===== src/rtl/id_ex_pipe.sv =====
// ID/EX pipeline stage: two-entry elastic buffer (main + skid) with valid/ready
// handshakes, synchronous flush, load-use hazard blocking and a saturating stall counter.
module id_ex_pipe #(
    parameter int DATA_W      = 32,
    parameter int REG_AW      = 5,
    parameter int CTRL_W      = 8,
    parameter int MEMREAD_BIT = 0,
    parameter int CNT_W       = 16
) (
    input  logic              reloj,
    input  logic              resetID,
    input  logic              flush,
    input  logic              in_valid,
    output logic              in_ready,
    input  logic [DATA_W-1:0] DOA,
    input  logic [DATA_W-1:0] DOB,
    input  logic [REG_AW-1:0] rd,
    input  logic [REG_AW-1:0] rs,
    input  logic [REG_AW-1:0] rt,
    input  logic [CTRL_W-1:0] ctrl,
    output logic              out_valid,
    input  logic              out_ready,
    output logic [DATA_W-1:0] A,
    output logic [DATA_W-1:0] B,
    output logic [REG_AW-1:0] rd_o,
    output logic [REG_AW-1:0] rs_o,
    output logic [REG_AW-1:0] rt_o,
    output logic [CTRL_W-1:0] ctrl_o,
    output logic              hazard_o,
    output logic [CNT_W-1:0]  stall_cnt
);

    typedef struct packed {
        logic [CTRL_W-1:0] ctrl;
        logic [REG_AW-1:0] rt;
        logic [REG_AW-1:0] rs;
        logic [REG_AW-1:0] rd;
        logic [DATA_W-1:0] b;
        logic [DATA_W-1:0] a;
    } entry_t;

    typedef enum logic [1:0] {
        EMPTY = 2'd0,
        ONE   = 2'd1,
        FULL  = 2'd2
    } occ_t;

    localparam logic [CNT_W-1:0] CNT_MAX = {CNT_W{1'b1}};
    localparam logic [CNT_W-1:0] CNT_ONE = {{(CNT_W-1){1'b0}}, 1'b1};

    occ_t             state_reg;
    occ_t             state_next;
    entry_t           m_reg;
    entry_t           s_reg;
    entry_t           in_entry;
    logic [CNT_W-1:0] stall_cnt_reg;

    logic m_valid;
    logic s_valid;
    logic accept;
    logic pop;
    logic hazard;
    logic m_load_in;
    logic m_load_s;
    logic s_load;

    assign in_entry = {ctrl, rt, rs, rd, DOB, DOA};
    assign m_valid  = (state_reg != EMPTY);
    assign s_valid  = (state_reg == FULL);

    // Only the entry in EX (main) can be a load whose result is not yet available.
    assign hazard = in_valid & m_valid & m_reg.ctrl[MEMREAD_BIT]
                  & (m_reg.rd != '0)
                  & ((m_reg.rd == rs) | (m_reg.rd == rt));

    assign in_ready = ~s_valid & ~hazard;
    assign accept   = in_valid & in_ready;
    assign pop      = m_valid & out_ready;

    always_comb begin
        state_next = state_reg;
        m_load_in  = 1'b0;
        m_load_s   = 1'b0;
        s_load     = 1'b0;
        if (flush) begin
            state_next = EMPTY;
        end else begin
            case (state_reg)
                EMPTY: begin
                    if (accept) begin
                        state_next = ONE;
                        m_load_in  = 1'b1;
                    end
                end
                ONE: begin
                    if (accept && pop) begin
                        m_load_in = 1'b1;
                    end else if (accept) begin
                        state_next = FULL;
                        s_load     = 1'b1;
                    end else if (pop) begin
                        state_next = EMPTY;
                    end
                end
                FULL: begin
                    if (pop) begin
                        state_next = ONE;
                        m_load_s   = 1'b1;
                    end
                end
                default: state_next = EMPTY;
            endcase
        end
    end

    always_ff @(posedge reloj or negedge resetID) begin
        if (!resetID) begin
            state_reg <= EMPTY;
        end else begin
            state_reg <= state_next;
        end
    end

    // Payload registers only move on a transfer; flush leaves them untouched.
    always_ff @(posedge reloj or negedge resetID) begin
        if (!resetID) begin
            m_reg <= '0;
            s_reg <= '0;
        end else begin
            if (m_load_in) begin
                m_reg <= in_entry;
            end else if (m_load_s) begin
                m_reg <= s_reg;
            end
            if (s_load) begin
                s_reg <= in_entry;
            end
        end
    end

    always_ff @(posedge reloj or negedge resetID) begin
        if (!resetID) begin
            stall_cnt_reg <= '0;
        end else if (hazard && !flush && (stall_cnt_reg != CNT_MAX)) begin
            stall_cnt_reg <= stall_cnt_reg + CNT_ONE;
        end
    end

    assign out_valid = m_valid;
    assign A         = m_reg.a;
    assign B         = m_reg.b;
    assign rd_o      = m_reg.rd;
    assign rs_o      = m_reg.rs;
    assign rt_o      = m_reg.rt;
    assign ctrl_o    = m_reg.ctrl;
    assign hazard_o  = hazard;
    assign stall_cnt = stall_cnt_reg;

endmodule


===== config.mk =====
export PLATFORM = sky130hd
export DESIGN_NAME = id_ex_pipe
export DESIGN_NICKNAME = d
export VERILOG_FILES = /design/src/rtl/id_ex_pipe.sv
export SDC_FILE = /design/constraint.sdc
export NUM_CORES = 1
export LEC_CHECK = 0
export BUFFER_PORTS_ARGS = -buffer_cell sky130_fd_sc_hd__buf_2
export CORE_MARGIN = 2
export CORE_UTILIZATION = 51
export CTS_CLUSTER_SIZE = 30
export DETAILED_ROUTE_END_ITERATION = 10
export PLACE_DENSITY_LB_ADDON = 0.25
export SETUP_SLACK_MARGIN = 0.4
export SLEW_MARGIN = 0
export SYNTH_ARGS = -nofsm -noshare
export SYNTH_HDL_FRONTEND = slang
export SYNTH_SLANG_ARGS = --single-unit

===== constraint.sdc =====
create_clock -name reloj -period 3.1 [get_ports reloj]
set_clock_uncertainty 0.2 [all_clocks]
set_input_delay 0.155 -clock reloj [delete_from_list [all_inputs] [get_ports reloj]]
set_output_delay 0.155 -clock reloj [all_outputs]
set_load 0.005 [all_outputs]

; ---- After elaboration in Yosys (flattened, before gate mapping)
; Index checks and enable logic that the tools add are counted.
[classes]
n_reduce_logical = 9
shift = 0
add_sub_neg = 1
div = 0
n_eq_ne = 9
n_mux = 19
mul = 0
bitwise = 10
magnitude_cmp = 0
[op_table]
columns = cell, n
row1 = 2-to-1 mux 87 bit, 2
row2 = "adder 16 x 1 -> 16 bit, second input constant", 1
row3 = "inequality test 16 bit, second input constant", 1
row4 = 2-to-1 mux 2 bit, 6
row5 = == test 5 bit, 2
row6 = 2-to-1 mux 1 bit, 9
row7 = bitwise AND 1 bit, 7
row8 = "inequality test 3 bit, second input constant", 2
row9 = case mux 2 bit (3 select lines), 1
row10 = nonzero test 5 bit, 1
row11 = "inequality test 4 bit, second input constant", 1
row12 = AND reduction 4 bit, 1
row13 = nonzero test 2 bit, 2
row14 = logical AND 1 bit, 3
row15 = "inequality test 3 x 2 -> 1 bit, second input constant", 1
row16 = "== test 2 x 1 -> 1 bit, second input constant", 1
row17 = "== test 2 bit, second input constant", 1
row18 = zero test 2 bit, 1
row19 = NOT 1 bit, 2
row20 = case mux 1 bit (2 select lines), 1
row21 = zero test 1 bit, 1
row22 = bitwise OR 1 bit, 1
[word_totals]
latch_bits = 0
ramBits = 0
out_inout_bits = 106
romBits = 0
ff_bits = 192
input_bits = 92
memories = 0
wordCells = 62

; ---- Logic depth before layout (Yosys ltp)
; Gate-level depths: netlist of the first run.
[logic_depth]
word_depth = 13
depth_mapped = 10
depth_no_buf = 7

; ---- Worst setup path before layout of the first run
; Ideal clock, no wire load.
[synth_path]
kind = register to register
from = register m_reg, in the netlist rd_o[1]
to = register s_reg[52] (netlist name)
path_buffers = 3
slack_ns = 0.198
period_less_slack_ns = 2.902
required_time_ns = 2.775
arrival_time_ns = 2.577
setup_ns = 0.125
stages_incl_launch_ff = 10
cell_sequence = dfrtp_1 -> or4_1 -> o2111a_1 -> nand2_4 -> inv_2 -> or4b_4 -> buf_6 -> buf_6 -> buf_6 -> mux2_4
[synth_via]
elab_chain_cells = 10
elab_cells_between_ends = 14
classes_between = eq/ne (2) / mux (4) / bitwise (6) / reduce/logical (2)
[synth_lines]
columns = item, line
row1 = from (decl), 53  ; entry_t m_reg;
row2 = from (signal assigned), 131  ; m_reg <= in_entry;
row3 = from (signal assigned), 133  ; m_reg <= s_reg;
row4 = == test 5 bit or nonzero test 5 bit (tied branches), "74, 73"
row5 = bitwise OR 1 bit or bitwise AND 1 bit (tied branches), "74, 73"
row6 = bitwise AND 1 bit (*), 74  ; & ((m_reg.rd == rs) | (m_reg.rd == rt));
row7 = NOT 1 bit (*), 76  ; assign in_ready = ~s_valid & ~hazard;
row8 = bitwise AND 1 bit (*), 76
row9 = bitwise AND 1 bit (*), 77  ; assign accept = in_valid & in_ready;
row10 = 2-to-1 mux 1 bit or logical AND 1 bit (tied branches), "98, 96"
row11 = 2-to-1 mux 1 bit (*), 96  ; if (accept && pop) begin
row12 = 2-to-1 mux 1 bit (*), 88  ; case (state_reg)
row13 = 2-to-1 mux 1 bit (*), 85  ; if (flush) begin
row14 = to (signal assigned), 136  ; s_reg <= in_entry;
row15 = to (decl), 54  ; entry_t s_reg;
; Every way passes the cells marked *; elsewhere a longest branch is shown, timed or not.
; A chain may end at the register's enable or synchronous reset.

; ---- Worst setup path in the final report of the first run
[layout_path]
from = register m_reg, in the netlist rd_o[2]
to = register s_reg[84] (netlist name)
; Same word-level chain as after synthesis.

==> results.cfg, run 1 <==
[pwr]
p_clk_share_pct = 30.2
power_density_nw_per_um2 = 596
peakVddDrop_v = 0.000391
swShare_pct = 25.2
internal_power_mw = 4.96
combPwrFrac_pct = 19.3
leakagePower_nw = 5.96
p_seq_share_pct = 50.6
p_switching_mw = 1.67
finalPower_mw = 6.63

[sta]
rsz0062_at_grt = yes
fin_crit_sh_pct = 90.4
tightest_slew_ns = 0.937
slew_headroom_pct = 37.5
setup_violations = 0
hold_violations = 0
finalCriticalPeriod_ns = 2.80
clock.fmax_ghz = 0.357
slew_viol_final = 0
fin_setup_tns_ns = 0

[global_routing]
grt.total_usage_pct = 24.4
first_global_vias = 6274
grt_pass1_wl_um = 31800
grt_max_degree = 119
antenna_found_initial = 0
grt_overflow = 0

[detailed_routing]
vias = 6100
routed_via_density = 5.49
dr.pass1.iters = 4
initialDrtViolationCount = 408
drtAntennaViolNets = 0
drc = 0
wl_per_cell_um = 18.6
wl_um = 20700

[finish]
antennaDiodeCount = 0
layout.cells.non_filler = 1112
synthToLayoutAreaGrowth_pct = 37.0
n_fill_cell = 1115
largest_reg_flops = 87
drive_above_1_share_pct = 39.0
final_common_cell = buf_2
final_cell_mix = buf_2, dfrtp_1, dlygate4sd3_1
final_net_count = 977

[synthesis]
seq_area_frac_synth_pct = 59.2
synth_top_family_by_area = compound AO/OA/AOI/OAI gates
synth_area_per_cell_sq_um = 13.9
synthAdderAreaFrac_pct = 0.154
yosys_warnings = 0
synth_compound_area_share_pct = 18.2
synth-seq-cells = 192
syn-num-nets = 678
syn-cell-area_sq_um = 8120
syn_inst = 585
synth.area.mux_share_pct = 13.6
yosysUniqueCellTypes = 35
synth_xor_area_share_pct = 2.59
synthSimpleGateAreaFrac_pct = 3.74

[floorplanning]
die_y_um = 130
die_w_um = 130
row_count = 46
ioPinCount = 198
core_sq_um = 15700
start_util_pct = 51.7
die_area_sq_um = 16900

[critical_path]
critPathKind = flop to flop
critPathCaptureType = flop
critPathArrivalTime_ns = 2.91
cp-start-kind = flop
cp_data_required_time_ns = 3.20
path_max_fanout = 12

[clocking]
clockRootBuffer = clkbuf_16
ctsHtreeMaxLevel = 4
clock_path_buffers = 2
cts_tree = yes
clk_pin_slew_ns = 0.06
cts_made_buffers = 17
cts_sinks = 192
clk_latency_ns = 0.42

[placed_design]
place.gp.congestion = 0.800
dp.cells = 972
io_buffers = 197
dp_hpwl_um = 12200

[min_path]
min_path_type = input port to async pin

[status]
status = completed

[flow_run]
maxCapViolCount = 0
stage by stage:
stage / hold slack, ns / setup slack [ns] / instance area (sq um) / utilization (%)
2_1_floorplan: -0.341 / 0.199 / 8120 / -
3_3_place_gp: 0.149 / 0.180 / 9380 / 59.7
3_5_place_dp: 0.163 / 0.125 / 9380 / 59.7
4_1_cts: 0.274 / 0.303 / 11000 / 70.2
5_1_grt: 0.281 / 0.252 / 11100 / 70.8
6_report: 0.236 / 0.296 / 11100 / 70.8
layer usage:
layer	track usage [%]	share of wire, %	vias to the layer above
met1	30.7	42	3092
met4	7.53	1.7	0
li1	-	-	2771
met5	0	0	-
met3	5.70	6.1	28
met2	42.2	50	209
kinds of logic after synthesis:
kind of cell / after synthesis
muxes: 88
DFF: 192
buffers and inverters: 43
xor gates and xnor gates: 24
and+or+nand+nor: 55
AOI/OAI and AO/OA: 182
adders and majority gates: 1
worst max-delay path, stage by stage, from the launching register on:
cell and delay, ns:
dfrtp_1 0.41, or4_4 0.52, o2111a_2 0.29, nand2_4 0.07
inv_2 0.03, or4b_4 0.51, buf_12 0.17, buf_16 0.16
mux2_4 0.31
power by group through the flow:
stage	logic [mW]	registers, mW	clock network, mW
5_1_grt	1.40	3.41	2.14
3_5_place_dp	1.15	3.38	0
6_report	1.28	3.35	2.00
2_1_floorplan	0.659	3.33	0
4_1_cts	1.27	3.34	2.04
3_3_place_gp	1.10	3.35	0
final cells by class:
| cell class | count | area (sq um) | share of cell area, % |
|---|---|---|---|
| sequential | 192 | 4800 | 43.2 |
| timing repair buffer | 320 | 2370 | 21.3 |
| clock inverter | 5 | 57.6 | 0.517 |
| multi-input combinational | 351 | 3150 | 28.3 |
| inverter | 2 | 7.51 | 0.0675 |
| tap | 216 | 270 | 2.43 |
| clock buffer | 26 | 469 | 4.22 |
cell usage after synthesis:
cell / count / area, sq um
mux2_2: 58 / 653
or3_1: 2 / 12.5
or4b_4: 1 / 13.8
inv_1: 1 / 3.75
and2_0: 1 / 6.26
and3b_1: 1 / 8.76
nand2b_1: 1 / 6.26
inv_2: 1 / 3.75
xor2_1: 4 / 35.0
a221oi_1: 1 / 8.76
a41oi_1: 1 / 8.76
a21o_1: 87 / 653
nand2_1: 7 / 26.3
nand4_1: 11 / 68.8
nor2_1: 10 / 37.5
xnor2_1: 20 / 175
nand3_1: 10 / 50.1
o2111a_1: 1 / 11.3
o22ai_1: 1 / 6.26
nand2_4: 1 / 11.3
ha_1: 1 / 12.5
or4_1: 1 / 7.51
o21ai_0: 1 / 5.00
mux2_4: 30 / 450
nor3_1: 3 / 15.0
nor4b_1: 1 / 8.76
a211oi_1: 1 / 7.51
nor2b_1: 2 / 12.5
dfrtp_1: 192 / 4800
clkbuf_1: 28 / 105
buf_2: 8 / 40.0
a22o_1: 87 / 762
and3_1: 3 / 18.8
a31oi_1: 2 / 12.5
buf_6: 5 / 56.3
final timing paths:
check | cells after the start | endpoint | slack [ns] | startpoint
worst max register to register | 8 | s_reg[84] | 0.30 | rd_o[2]
worst min register to register | 1 | A[6] | 0.27 | A[6]
worst min-delay path | 2 | s_reg[85] | 0.24 | resetID
max in group asynchronous | 3 | rt_o[0] | 1.57 | resetID
min in group reloj | 1 | A[6] | 0.27 | A[6]
worst max-delay path | 8 | s_reg[84] | 0.30 | rd_o[2]
timing repair:
action	in CTS	in global routing
buffers inserted	7	3
cloned	4	3
pin swaps	1	2
hold endpoints to repair	290	0
setup endpoints to repair	87	175
gates resized for setup	11	2
hold buffers	92	0
No activity file was read; power rests on OpenSTA's default activity.
==> run 2: changes to the inputs <==
Settings changed: ABC_AREA from default to 1, PLACE_DENSITY from default to 0.76, PLACE_DENSITY_LB_ADDON 0.25 to default.
==> run 2 against run 1 <==
Against the previous run: synthesized area is 5.8% higher; clock power grew 22%; count of clock-buffer cells in the layout shrank 5; largest power group unchanged; sequential cell count stayed put; final cell count up 37%; cell area is 1.7% higher; sequential power rose by 13%; sequential share of layout area shrank 0.71 points.
==> results.cfg, run 2 <==
[finish]
final_common_cell = nand2_1
final_util_pct = 68.4
synthToLayoutAreaGrowth_pct = 31.7
final_net_count = 1383
n_fill_cell = 1270
layout.cells.non_filler = 1524
largest_reg_flops = 87
final_cell_area_sq_um = 11300
drive_above_1_share_pct = 19.8
final_cell_mix = nand2_1, nand3_1, buf_2

[clocking]
cts_sinks = 192
ctsHtreeMaxLevel = 4
clk_latency_ns = 0.42
clock_path_buffers = 2
cts_made_buffers = 17
clk_pin_slew_ns = 0.07
cts_setup_buffers = 0
cts_tree = yes
clockRootBuffer = clkbuf_16

[synthesis]
synth_most_common_cell = nand2_1
yosysUniqueCellTypes = 30
yosys-top-cells-area = dfrtp_1, nand2_1, nand3_1
netlist.area_leader.share_pct = 56.0
ys.flop_type = dfrtp_1
synth_top_cell_by_area = dfrtp_1
synth_edf_count = 0
synth-async-reset-ratio_pct = 100
syn_inst = 1034
syn-cell-area_sq_um = 8590
synth_area_per_cell_sq_um = 8.30
yosys_warnings = 0
synth_common_cells = nand2_1, nand3_1, dfrtp_1
syn-num-nets = 1127
seq_area_frac_synth_pct = 56.0
synth-seq-cells = 192

[critical_path]
rrSetupSlack_ns = 0.67
critPathCaptureType = flop
reg2reg_to = rt_o[3]
r2r_cells = 13
cp-start-kind = flop
critPathKind = flop to flop
critPathArrivalTime_ns = 2.53
cp_data_required_time_ns = 3.20
path_max_fanout = 59
worst_r2r_startpoint = rd_o[4]

[pwr]
p_switching_mw = 2.34
internal_power_mw = 5.56
power_density_nw_per_um2 = 698
p_seq_share_pct = 47.8
leakagePower_nw = 5.92
peakVddDrop_v = 0.000413
swShare_pct = 29.6
p_clk_share_pct = 30.9
combPwrFrac_pct = 21.3

[placed_design]
dp_hpwl_um = 13900
place.gp.congestion = 0.904
io_buffers = 197
dp.cells = 1400
placed_area_sq_um = 9720

[sta]
holdWs_ns = 0.127
clock.fmax_ghz = 0.411
fin_crit_sh_pct = 78.4
hold_violations = 0
slew_viol_final = 0
finalCriticalPeriod_ns = 2.43
slew_headroom_pct = 31.2
rsz0062_at_grt = no
tightest_slew_ns = 1.03
setup_violations = 0
fin_setup_tns_ns = 0

[floorplanning]
die_area_sq_um = 17900
ioPinCount = 198
die_w_um = 134
core_sq_um = 16500
die_y_um = 134
row_count = 47
start_util_pct = 52.0

[status]
status = completed

[global_routing]
grt.total_usage_pct = 26.7
grt_pass1_wl_um = 38500
grt_overflow = 0
grt_max_degree = 95
first_global_vias = 7743
antenna_found_initial = 1

[detailed_routing]
wl_per_cell_um = 15.5
wl_um = 23600
dr.pass1.iters = 5
vias = 8166
drc = 0
drtAntennaViolNets = 0
initialDrtViolationCount = 708
routed_via_density = 5.36

[min_path]
min_path_type = input port to async pin

[flow_run]
maxCapViolCount = 0
## run 2: changes by cell type after synthesis, sizes merged, moves of 11 or more
cell and change:
a21o -87, a22o -87, buf +29, inv +28
mux2 -88, nand2 +394, nand3 +265, nor2 +12
o21ai +15, xnor2 -11
## run 2: per-layer routing
metal  global-route usage, %  wire (um)
met1                    35.2       9730
met2                    44.4      11700
met3                    4.38       1550
met4                    10.2        586
met5                       0          0
## run 2: worst max path at each step
stage	startpoint	to	slack (ns)	cells past startpoint
2_1_floorplan	stall_cnt[0]	stall_cnt[4]	1.06	11
3_3_place_gp	stall_cnt[0]	stall_cnt[3]	0.53	10
3_5_place_dp	rd_o[0]	s_reg[30]	0.47	12
4_1_cts	rd_o[0]	s_reg[0]	0.45	12
5_1_grt	rd_o[0]	s_reg[3]	0.40	12
6_report	rd_o[4]	rt_o[3]	0.67	13
## run 2: worst max-delay path, cell delays in order, from the launching register on
cell and delay (ns):
dfrtp_1 0.44, inv_1 0.10, nand2_1 0.05, nand2_1 0.07, nor2_1 0.05, nand3_1 0.07, nand2_1 0.08, nand2_2 0.09
nand3_2 0.12, inv_6 0.23, nand2_4 0.26, buf_12 0.28, nand3_1 0.12, nand3_1 0.09
## run 2: logic make-up (layout without fill, tap and decap cells)
| family | after synthesis | in the layout | synth area share [%] |
|---|---|---|---|
| compound gates | 19 | 19 | 1.31 |
| xor+xnor | 16 | 16 | 1.63 |
| fa+ha+maj | 1 | 1 | 0.146 |
| buf+inv | 95 | 364 | 5.04 |
| flops | 192 | 192 | 56.0 |
| other cells | 0 | 1 | 0 |
| simple gates | 711 | 711 | 35.9 |
## run 2: power by group through the flow
stage	clock network (mW)	registers (mW)	logic, mW
2_1_floorplan	0	3.73	0.900
3_3_place_gp	0	3.77	1.53
3_5_place_dp	0	3.80	1.59
4_1_cts	2.48	3.76	1.69
5_1_grt	2.58	3.86	1.91
6_report	2.44	3.78	1.68
## run 2: timing repair
action,4_1_cts,5_1_grt
setup endpoints to repair,0,133
hold endpoints to repair,262,0
gates resized for setup,0,5
hold buffers,91,0
## run 2: area by class of cell
| cell class | instances | area (sq um) | share of cell area, % |
|---|---|---|---|
| Clock inverter | 11 | 201 | 1.78 |
| Sequential cell | 192 | 4800 | 42.5 |
| Antenna cell | 1 | 2.50 | 0.0221 |
| Inverter | 30 | 120 | 1.06 |
| Multi-Input combinational cell | 747 | 3370 | 29.8 |
| Clock buffer | 21 | 460 | 4.07 |
| Timing Repair Buffer | 302 | 2080 | 18.4 |
| Tap cell | 220 | 275 | 2.43 |
## run 2: through the flow
stage          power (mW)  setup WS [ns]
6_report             7.90          0.669
5_1_grt              8.35          0.396
4_1_cts              7.93          0.449
3_5_place_dp         5.39          0.471
3_3_place_gp         5.30          0.528
2_1_floorplan        4.63           1.06
==> run 3: changes to the inputs <==
Settings changed: ABC_AREA 1 to 0, PLACE_DENSITY 0.76 to 0.77.
Clock period 3.1 ns to 2.51 ns, I/O delays scaled along.
==> run 3 against run 2 <==
Against the previous run: the flow now finishes with violations (setup timing); final cell count shrank 25%; cell area is 3.9% higher; via count decreased by 21%; count of clock-buffer cells in the layout unchanged; sequential share of layout area down 1.6 points; wire length decreased by 0.63%; critical path depth fell by 6; largest cell class unchanged.
==> results.cfg, run 3 (same netlist as run 1, synthesis figures left out) <==
[floorplanning]
die_area_sq_um = 16900
core_sq_um = 15700
start_util_pct = 51.7
row_count = 46
ioPinCount = 198
die_y_um = 130
die_w_um = 130

[placed_design]
dp.cells = 988
io_buffers = 197
dp_hpwl_um = 13200
place_ws_ns = -0.272
place.gp.congestion = 0.791
placed_area_sq_um = 9610

[critical_path]
critPathCaptureType = flop
cp_data_required_time_ns = 2.62
path_max_fanout = 23
critPathKind = flop to flop
critPathArrivalTime_ns = 2.85
cp-start-kind = flop

[finish]
antennaDiodeCount = 0
final_cell_area_sq_um = 11800
synthToLayoutAreaGrowth_pct = 44.7
final_common_cell = buf_2
multiInputGateArea_sq_um = 3290
layout.cells.non_filler = 1136
n_fill_cell = 959
final_net_count = 1002
drive_above_1_share_pct = 43.4
largest_reg_flops = 87
final_cell_mix = buf_2, dfrtp_1, dlygate4sd3_1
regArea_sq_um = 4800
final_util_pct = 74.8

[clocking]
clockRootBuffer = clkbuf_16
clock_path_buffers = 2
cts_sinks = 192
cts_made_buffers = 17
clk_pin_slew_ns = 0.07
cts_tree = yes
ctsHtreeMaxLevel = 4
clk_latency_ns = 0.43

[detailed_routing]
drc = 0
wl_per_cell_um = 20.6
routed_via_density = 5.71
dr.pass1.iters = 6
drtAntennaViolNets = 0
initialDrtViolationCount = 496
vias = 6481
wl_um = 23400

[sta]
finalCriticalPeriod_ns = 2.74
holdWs_ns = 0.0843
tightest_slew_ns = 0.604
hold_violations = 0
worst_slack_ns = -0.234
setup_violations = 174
slew_viol_final = 0
fin_setup_tns_ns = -30.63
slew_headroom_pct = 59.7
clock.fmax_ghz = 0.364
fin_crit_sh_pct = 109
rsz0062_at_grt = yes

[global_routing]
grt_max_degree = 72
first_global_vias = 6694
grt.total_usage_pct = 25.6
grt_pass1_wl_um = 33500
grt_overflow = 0
antenna_found_initial = 0

[flow_run]
maxCapViolCount = 0

[status]
status = complete, but fails checks
failed_checks = setup timing

[pwr]
peakVddDrop_v = 0.000456
power_density_nw_per_um2 = 735
finalPower_mw = 8.64
leakagePower_nw = 6.25

[min_path]
min_path_type = input port to async pin
run 3: changes by cell type in the layout (fill, tap and decap cells not counted), moves of 10 or more:
cell	delta
nand3_1	-265
buf_12	+11
nor2_1	-12
a21o_1	+87
inv_1	-24
mux2_4	+31
mux2_2	+57
nand2_1	-394
buf_6	+10
a22o_1	+87
o21ai_0	-11
run 3: final cells by class:
| type | count | area share, % |
|---|---|---|
| sequential | 192 | 40.9 |
| tap | 216 | 2.30 |
| timing repair buffer | 345 | 23.9 |
| inverter | 2 | 0.0852 |
| multi-input combinational | 351 | 28.0 |
| clock inverter | 9 | 0.937 |
| clock buffer | 21 | 3.92 |
run 3: path summary, 6_finish.rpt:
check                      startpoint         to  depth (start not counted)  slack [ns]
min reg2reg                     A[17]      A[17]                          1        0.27
min                           resetID  s_reg[32]                          2        0.08
max                           rd_o[1]  s_reg[83]                          7       -0.23
max reg2reg                   rd_o[1]  s_reg[83]                          7       -0.23
min in group reloj              A[17]      A[17]                          1        0.27
max in group asynchronous     resetID  s_reg[18]                          3        1.30
run 3: power breakdown:
part	total (mW)	switching (mW)	leakage (nW)	internal (mW)
combinational	1.79	0.688	3.58	1.11
sequential	4.17	0.418	2.39	3.75
clock	2.67	1.16	0.271	1.51
total	8.64	2.27	6.25	6.37
run 3: metal layers:
layer	wire length (um)	vias to the layer above	global-route usage, %
li1	-	2826	-
met1	9430	3305	31.6
met2	11800	300	43.4
met3	1590	50	5.99
met4	534	0	10.8
met5	0	-	0
run 3: worst max-delay path, stage by stage, from the launching register on:
cell and delay [ns]:
dfrtp_1 0.38, or4_4 0.54, o2111a_2 0.30, nand2_4 0.08, inv_4 0.04, or4b_4 0.57, buf_12 0.22, mux2_4 0.31
run 3: timing repair:
action	4_1_cts	5_1_grt
gates cloned	5	7
pin swaps	38	37
buffers inserted	6	9
hold endpoints to repair	329	0
hold buffers	91	0
gates resized for setup	14	39
endpoints found under the setup margin	183	193
